[config.mk]
export PLATFORM = sky130hd
export DESIGN_NAME = imm_gen_pipe
export DESIGN_NICKNAME = d
export VERILOG_FILES = /design/src/rtl/imm_gen_pipe.sv
export SDC_FILE = /design/constraint.sdc
export NUM_CORES = 1
export LEC_CHECK = 0
export BUFFER_PORTS_ARGS = -buffer_cell sky130_fd_sc_hd__clkbuf_2
export CORE_UTILIZATION = 55
export CTS_CLUSTER_SIZE = 14
export DETAILED_ROUTE_END_ITERATION = 8
export PLACE_DENSITY_LB_ADDON = 0.3
export SLEW_MARGIN = 40
export SYNTH_ARGS = -nofsm -noshare
export SYNTH_HDL_FRONTEND = slang
export SYNTH_SLANG_ARGS = --single-unit
export TNS_END_PERCENT = 1
[constraint.sdc]
create_clock -name clk -period 2.1 [get_ports clk]
set_clock_uncertainty 0.1 [all_clocks]
set_input_delay 0.105 -clock clk [delete_from_list [all_inputs] [get_ports clk]]
set_output_delay 0.105 -clock clk [all_outputs]
set_load 0.03 [all_outputs]
[src/rtl/imm_gen_pipe.sv]
`default_nettype none
// ============================================================================
//  Module      : imm_gen_pipe
//  Description : RV32/RV64 decode-stage immediate generator. Forms the
//                I/S/B/J/U/zimm/shamt immediate from a raw instruction and
//                queues it, with its side-band tag, in a 2-entry elastic
//                buffer that has valid/ready handshakes on both sides.
//  Revision    : 1.0  initial release
// ============================================================================
module imm_gen_pipe #(
   parameter int XLEN        = 32,
   parameter int TAG_W       = 5,
   parameter bit ENABLE_ZIMM = 1'b1
) (
   input  logic             clk,
   input  logic             rst_n,
   input  logic             flush,
   input  logic             in_valid,
   output logic             in_ready,
   input  logic [31:0]      in_instr,
   input  logic [2:0]       in_mode,
   input  logic [TAG_W-1:0] in_tag,
   output logic             out_valid,
   input  logic             out_ready,
   output logic [XLEN-1:0]  out_imm,
   output logic [TAG_W-1:0] out_tag,
   output logic             out_err
);

   localparam logic [2:0] MODE_I  = 3'd0;
   localparam logic [2:0] MODE_S  = 3'd1;
   localparam logic [2:0] MODE_B  = 3'd2;
   localparam logic [2:0] MODE_J  = 3'd3;
   localparam logic [2:0] MODE_U  = 3'd4;
   localparam logic [2:0] MODE_Z  = 3'd5;
   localparam logic [2:0] MODE_SH = 3'd6;

   // Stored entry layout: {err, tag, imm}
   localparam int ENTRY_W = XLEN + TAG_W + 1;

   logic               sign_bit;
   logic [5:0]         shamt;
   logic [63:0]        wide_imm;
   logic               new_err;
   logic [ENTRY_W-1:0] new_entry;
   logic               push;
   logic               pop;
   logic               unused_bits;

   logic [1:0]         count_q, count_d;
   logic [ENTRY_W-1:0] slot0_q, slot0_d;
   logic [ENTRY_W-1:0] slot1_q, slot1_d;

   assign sign_bit = in_instr[31];

   // RV64 shift amounts carry one extra bit (instr[25])
   generate
      if (XLEN == 64) begin : g_shamt64
         assign shamt = in_instr[25:20];
      end else begin : g_shamt32
         assign shamt = {1'b0, in_instr[24:20]};
      end
   endgenerate

   // Immediate formed at full 64-bit width, then truncated to XLEN below
   always_comb begin
      wide_imm = '0;
      new_err  = 1'b0;
      case (in_mode)
         MODE_I:  wide_imm = {{52{sign_bit}}, in_instr[31:20]};
         MODE_S:  wide_imm = {{52{sign_bit}}, in_instr[31:25], in_instr[11:7]};
         MODE_B:  wide_imm = {{51{sign_bit}}, in_instr[31], in_instr[7],
                              in_instr[30:25], in_instr[11:8], 1'b0};
         MODE_J:  wide_imm = {{43{sign_bit}}, in_instr[31], in_instr[19:12],
                              in_instr[20], in_instr[30:21], 1'b0};
         MODE_U:  wide_imm = {{32{sign_bit}}, in_instr[31:12], 12'b0};
         MODE_Z: begin
            if (ENABLE_ZIMM) begin
               wide_imm = {59'b0, in_instr[19:15]};
            end else begin
               new_err = 1'b1;
            end
         end
         MODE_SH: wide_imm = {58'b0, shamt};
         default: new_err = 1'b1;
      endcase
   end

   assign new_entry   = {new_err, in_tag, wide_imm[XLEN-1:0]};
   assign unused_bits = ^{in_instr[6:0], wide_imm[63:32]};

   assign in_ready  = (count_q != 2'd2);
   assign out_valid = (count_q != 2'd0);
   assign push      = in_valid && in_ready;
   assign pop       = out_valid && out_ready;

   // Head always sits in slot0; slot1 is the skid entry behind it
   assign out_imm = slot0_q[XLEN-1:0];
   assign out_tag = slot0_q[XLEN +: TAG_W];
   assign out_err = slot0_q[ENTRY_W-1];

   // Buffer next state: flush wins, otherwise shift/append in FIFO order
   always_comb begin
      count_d = count_q;
      slot0_d = slot0_q;
      slot1_d = slot1_q;
      if (flush) begin
         count_d = 2'd0;
      end else begin
         case ({push, pop})
            2'b10: begin
               if (count_q == 2'd0) begin
                  slot0_d = new_entry;
               end else begin
                  slot1_d = new_entry;
               end
               count_d = count_q + 2'd1;
            end
            2'b01: begin
               if (count_q == 2'd2) begin
                  slot0_d = slot1_q;
               end
               count_d = count_q - 2'd1;
            end
            2'b11: begin
               // Only reachable with count 1: head leaves, new entry becomes head
               slot0_d = new_entry;
            end
            default: ;
         endcase
      end
   end

   // Buffer state registers
   always_ff @(posedge clk or negedge rst_n) begin
      if (!rst_n) begin
         count_q <= 2'd0;
         slot0_q <= '0;
         slot1_q <= '0;
      end else begin
         count_q <= count_d;
         slot0_q <= slot0_d;
         slot1_q <= slot1_d;
      end
   end

endmodule
`default_nettype wire
==> results of run 1 <==
[cells by family (layout without fill, tap and decap cells)]
family	after synthesis	after routing	synth area share [%]
buffers and inverters	39	120	5.75
AND/OR/NAND/NOR	197	197	25.4
multiplexers	15	15	4.17
AO/OA/AOI/OAI	95	95	15.5
XOR/XNOR	1	1	0.684
flip-flops	78	78	48.5
[layout make-up]
cell class	count	area share [%]
inverters	4	0.314
flip-flops and latches	78	40.8
multi-input cells	308	38.6
clock inverters	7	2.04
well taps	96	2.51
clock buffers	9	2.59
repair buffers	100	13.2
[worst max-delay path: stages (launching register included)]
cell     delay [ns]
dfrtp_1        0.45
nand2_1        0.19
and3_1         0.67
a21oi_1        0.17
a21oi_1        0.16
[metrics by stage]
stage	hold WS [ns]	utilization (%)
floorplan	-0.291	-
global placement	-0.00799	63.9
detailed placement	-0.00431	63.9
CTS	0.00797	68.9
global route	0.0400	68.9
finish	0.0240	68.9
[synthesized netlist by cell type, types with 3 or more instances]
library cell	number
nand2_1	101
nor4_1	8
a22oi_1	4
o21a_1	9
a21oi_1	13
buf_6	8
o21ai_1	8
mux2_2	6
o211ai_1	4
nor2_1	28
o31ai_1	9
dfrtp_1	78
a22o_1	9
nor2b_1	3
nand3b_1	12
nand3_1	5
a31oi_1	13
inv_1	4
buf_2	20
clkbuf_1	7
and4b_1	10
o21ai_0	19
mux2i_1	7
and2_1	10
nor4bb_1	9
[worst max-delay path by stage]
stage / endpoint / startpoint / cells after the start / slack, ns
final: slot0_q[11]$_DFFE_PN0P_ / count_q[0]$_DFFE_PN0P_ / 4 / 0.28
after global routing: slot0_q[33]$_DFFE_PN0P_ / count_q[0]$_DFFE_PN0P_ / 4 / 0.09
after CTS: slot0_q[31]$_DFFE_PN0P_ / count_q[0]$_DFFE_PN0P_ / 4 / 0.29
after global placement: slot0_q[11]$_DFFE_PN0P_ / count_q[0]$_DFFE_PN0P_ / 4 / 0.36
after floorplan: slot0_q[4]$_DFFE_PN0P_ / count_q[0]$_DFFE_PN0P_ / 6 / 0.41
after detailed placement: slot0_q[31]$_DFFE_PN0P_ / count_q[0]$_DFFE_PN0P_ / 4 / 0.32
[cells in the final DEF, fill, tap and decap left out, drive strengths merged, types with 3 or more instances in the layout]
cell         instances
a21oi               13
a22o                 9
a22oi                4
a31oi               14
and2                10
and4b               10
buf                 11
clkbuf              85
dfrtp               78
dlygate4sd3         13
inv                  5
mux2                 8
mux2i                7
nand2              101
nand3                6
nand3b              12
nor2                28
nor2b                3
nor3b                3
nor4                 8
nor4bb               9
o211ai               4
o21a                 9
o21ai               27
o31ai                9
[registers in the layout (all words and copies together) (netlist names)]
signal   cells
count_q      2
slot0_q     38
slot1_q     38
[power by group through the flow]
stage	clock, mW	sequential [mW]	combinational (mW)
6_report	1.26	1.96	1.09
4_1_cts	1.28	1.95	1.10
5_1_grt	1.33	1.99	1.20
3_5_place_dp	0	1.98	1.08
3_3_place_gp	0	1.97	1.05
2_1_floorplan	0	2.23	0.479
[routing by layer]
metal / vias to the layer above / part of all wire, %
met5: - / 0
met4: 0 / 0.74
met3: 5 / 4.5
met2: 102 / 50
met1: 1604 / 45
li1: 1649 / -
==> impl_metrics.csv, run 1 <==
group,metric,value,unit
clocking,post-cts-setup-buffer-count,0,
clocking,cts_buffers,9,
routing,vias,3360,
clocking,cts_resized,0,
timing,tightest_slew,0.743,ns
global_routing,grt-busiest-layer,"met2",
timing,maxSlewViolCount,0,
routing,wl_per_cell,15.3,µm
power,max-vdd-ir-drop,391,µV
timing,finalSetupTns,0,ns
timing,fmax,549,MHz
clocking,cts_tree,"yes",
finish,final_cells,602,
finish,post-route-cell-area,4790,µm²
routing,drtIter0Drc,196,
synth,synth_top_area_cell,"dfrtp_1",
timing,period_share,86.7,%
clocking,htreeDepth,3,
synth,synth_seq_cells,78,
power,p_per_area,900,nW/µm²
clocking,cts-hold-fix-buffers,13,
power,p_switching,1.45,mW
synth,postSynthCellCount,425,
global_routing,grtUsageTotal,26.2,%
global_routing,grt_pass1_vias,3121,
die,core_area,6940,µm²
routing,antenna_left,0,
routing,via_per_inst,5.58,
setup_path,ff2ff_path_depth,4,
clocking,clockBufferDepth,2,
place,port_buffers,77,
synth,yosys.area.top_type_share,48.5,%
finish,seqCellArea,1950,µm²
timing,fin_crit,1.82,ns
synth,synth-main-ff-cell,"dfrtp_1",
timing,hold_violations,0,
clocking,cts-root-buf,"clkbuf_8",
die,dieArea,7660,µm²
global_routing,antenna_found_initial,0,
power,p_clk_share,29.3,%
place,place.gp.congestion,0.808,
die,pin_count,85,
setup_path,arrival,2.00,ns
global_routing,met2_usage,42.5,%
finish,fill_cells,565,
routing,drt_wl_total,9.20,mm
die,initial_core_util,57.9,%
timing,setup_viol,0,
setup_path,rr_startpoint,"count_q[0]$_DFFE_PN0P_",
global_routing,grt_overflow,0,
run_status,outcome,"finished clean",
setup_path,critPathLaunchType,"register",
timing,max-slew-margin-rel,50.5,%
setup_path,crit_type,"reg2reg",
hold_path,holdPathStages,4,
finish,area.growth.synth_to_final,18.9,%
synth,yosysUniqueCellTypes,43,
die,rows,30,
setup_path,crit_required,2.28,ns
synth,yosysWarnings,0,
clocking,path_clk_slew,0.08,ns
finish,drive_above_1_share,23.9,%
hold_path,hold_class,"in2reg",
routing,drcViolationCount,0,
place,dpl-instance-area,4430,µm²
global_routing,grt_pass1_wl,15.2,mm
setup_path,crit_fanout,18,
global_routing,grtUsageMet1,35.8,%
synth,synth_edf_count,0,
clocking,clkLatencyLatePin,0.35,ns
synth,synth_async_sr_flop_share,100,%
power,total_power,4.31,mW
routing,dr.pass1.iters,5,
timing,worst_slack,0.278,ns
setup_path,worstSetupEndpointType,"register",
finish,nets,546,
power,p_leak,2.32,nW
power,seqPwrFrac,45.4,%
synth,synth.area.top_cells,"dfrtp_1, nand2_1, nor2_1",
timing,rsz0062_at_grt,"false",
synth,avgSynthCellArea,9.47,µm²
finish,multi_input_area,1850,µm²
place,placed_cells,573,
setup_path,r2r_end,"slot0_q[11]$_DFFE_PN0P_",
global_routing,grt_max_degree,63,
power,power_switching_share,33.7,%
global_routing,grtUsageMet3,4.24,%
synth,synth_area,4020,µm²
place,dp_hpwl,5.94,mm
die,die_y,87.5,µm
hold_path,hold-path-endpoint,"count_q[0]$_DFFE_PN0P_",
power,combPwrFrac,25.3,%
power,intPower,2.85,mW
finish,diodes,0,
die,fp.dieW,87.5,µm
place,dp_slack,0.324,ns
hold_path,min-delay-start,"in_valid",
synth,synth_fp_nets,470,
setup_path,reg2reg_slack,0.28,ns
job,maxCapViolCount,0,
synth,yosysSeqAreaShare,48.5,%
clocking,cts_sinks,78,
(Power assumes the default switching activity.)
==> run 2: changes to the inputs <==
==> constraint.sdc (replaced) <==
create_clock -name clk -period 2 [get_ports clk]
set_clock_uncertainty 0.1 [all_clocks]
set_input_delay 0.1 -clock clk [delete_from_list [all_inputs] [get_ports clk]]
set_output_delay 0.1 -clock clk [all_outputs]
set_load 0.03 [all_outputs]
==> run 2 against run 1 <==
Sequential power is 5% higher. Via count is 1.2% higher. Largest cell class unchanged. Largest power group unchanged. Register-to-register slack worse by 0.11 ns. Wire length is 0.48% higher. Die area stayed put. Non-clock buffer count is 4 higher. Clock power is 3% lower. Combinational power is 6% higher.
==> impl_metrics.csv, run 2 (synthesis results as in run 1) <==
group,metric,value,unit
setup_path,crit_required,2.16,ns
power,max-vdd-ir-drop,483,µV
global_routing,grtUsageTotal,26.3,%
clocking,path_clk_slew,0.09,ns
die,die_y,87.5,µm
clocking,cts_buffers,9,
place,place.gp.congestion,0.829,
routing,drcViolationCount,0,
power,p_leak,2.33,nW
global_routing,grt_pass1_vias,3191,
routing,antenna_left,0,
setup_path,critPathLaunchType,"register",
hold_path,hold_class,"in2reg",
routing,dr.pass1.iters,4,
global_routing,grt_pass1_wl,15.3,mm
finish,most-common-layout-cells,"nand2_1, dfrtp_1, clkbuf_2",
setup_path,crit_type,"reg2reg",
finish,final_cells,606,
timing,max-slew-margin-rel,49.0,%
finish,final_common_cell,"nand2_1",
job,maxCapViolCount,0,
clocking,htreeDepth,3,
routing,drt_wl_total,9.25,mm
place,placed_cells,576,
finish,top_regs,"slot0_q: 38 flops, slot1_q: 38 flops, count_q: 2 flops",
place,dp_hpwl,6.13,mm
routing,wl_per_cell,15.3,µm
die,initial_core_util,57.9,%
die,fp.dieW,87.5,µm
routing,via_per_inst,5.61,
finish,nets,550,
global_routing,grt_overflow,0,
timing,setup_viol,0,
timing,tightest_slew,0.765,ns
clocking,cts_sinks,78,
setup_path,arrival,1.99,ns
die,dieArea,7660,µm²
timing,maxSlewViolCount,0,
finish,area.growth.synth_to_final,19.3,%
die,core_area,6940,µm²
clocking,clkLatencyLatePin,0.35,ns
timing,period_share,91.4,%
timing,fin_crit,1.83,ns
timing,hold_violations,0,
timing,rsz0062_at_grt,"false",
clocking,clockBufferDepth,2,
clocking,cts-root-buf,"clkbuf_8",
place,port_buffers,77,
routing,vias,3399,
finish,post-route-util,69.1,%
finish,diodes,0,
finish,fill_cells,542,
die,pin_count,85,
setup_path,crit_fanout,18,
global_routing,grt_max_degree,63,
timing,fmax,547,MHz
die,rows,30,
timing,finalSetupTns,0,ns
clocking,cts_tree,"yes",
power,p_per_area,922,nW/µm²
global_routing,antenna_found_initial,0,
power,total_power,4.43,mW
routing,drtIter0Drc,223,
finish,drive_above_1_share,24.3,%
setup_path,worstSetupEndpointType,"register",
run_status,outcome,"finished clean",
-- run 2: where the power goes --
part,total (mW),internal [mW],switching [mW]
sequential,2.05,1.88,0.171
clock,1.22,0.594,0.630
combinational,1.15,0.416,0.735
total,4.43,2.89,1.53
-- run 2: layout make-up --
cell class,count,area [µm²],share of cell area [%]
timing repair buffer,104,663,13.8
clock inverter,7,80.1,1.67
tap,96,120,2.50
multi-input combinational,308,1850,38.5
sequential,78,1950,40.7
inverter,4,15.0,0.313
clock buffer,9,124,2.58
-- run 2: worst paths after layout --
path / from / end / slack [ns] / cells after the start
setup / recovery: count_q[0]$_DFFE_PN0P_ / slot0_q[5]$_DFFE_PN0P_ / 0.17 / 4
hold / removal: in_instr[23] / slot1_q[23]$_DFFE_PN0P_ / 0.03 / 3
setup reg to reg: count_q[0]$_DFFE_PN0P_ / slot0_q[5]$_DFFE_PN0P_ / 0.17 / 4
hold reg to reg: slot0_q[21]$_DFFE_PN0P_ / slot0_q[21]$_DFFE_PN0P_ / 0.38 / 2
max in group asynchronous: rst_n / slot0_q[22]$_DFFE_PN0P_ / 0.99 / 3
min in group asynchronous: rst_n / slot1_q[27]$_DFFE_PN0P_ / 0.14 / 2
-- run 2: stage by stage --
| stage | cell area [µm²] | setup WS (ns) | hold WS (ns) |
|---|---|---|---|
| after floorplan | 4020 | 0.306 | -0.296 |
| after global placement | 4460 | 0.264 | -0.0243 |
| after detailed placement | 4460 | 0.186 | -0.0240 |
| after CTS | 4800 | 0.169 | 0.0156 |
| after global routing | 4800 | 0.00459 | 0.0515 |
| final | 4800 | 0.173 | 0.0267 |
-- run 2: repair_timing --
item	CTS	global route
resized for setup	0	0
hold endpoints to repair	57	0
hold buffers	14	0
setup buffers	0	0
-- run 2: worst max-delay path, stage by stage (launching register included) --
cell and delay (ns):
dfrtp_1 0.44, nand2_1 0.17, and3_1 0.68, nand2_1 0.13, a31oi_1 0.23
-- run 2: layer usage --
metal	up-vias	global-route usage (%)	routed length, µm
met1	1636	35.7	4120
met2	104	43.7	4570
met3	8	5.56	472
li1	1651	-	-
met5	-	0	0
met4	0	6.56	84
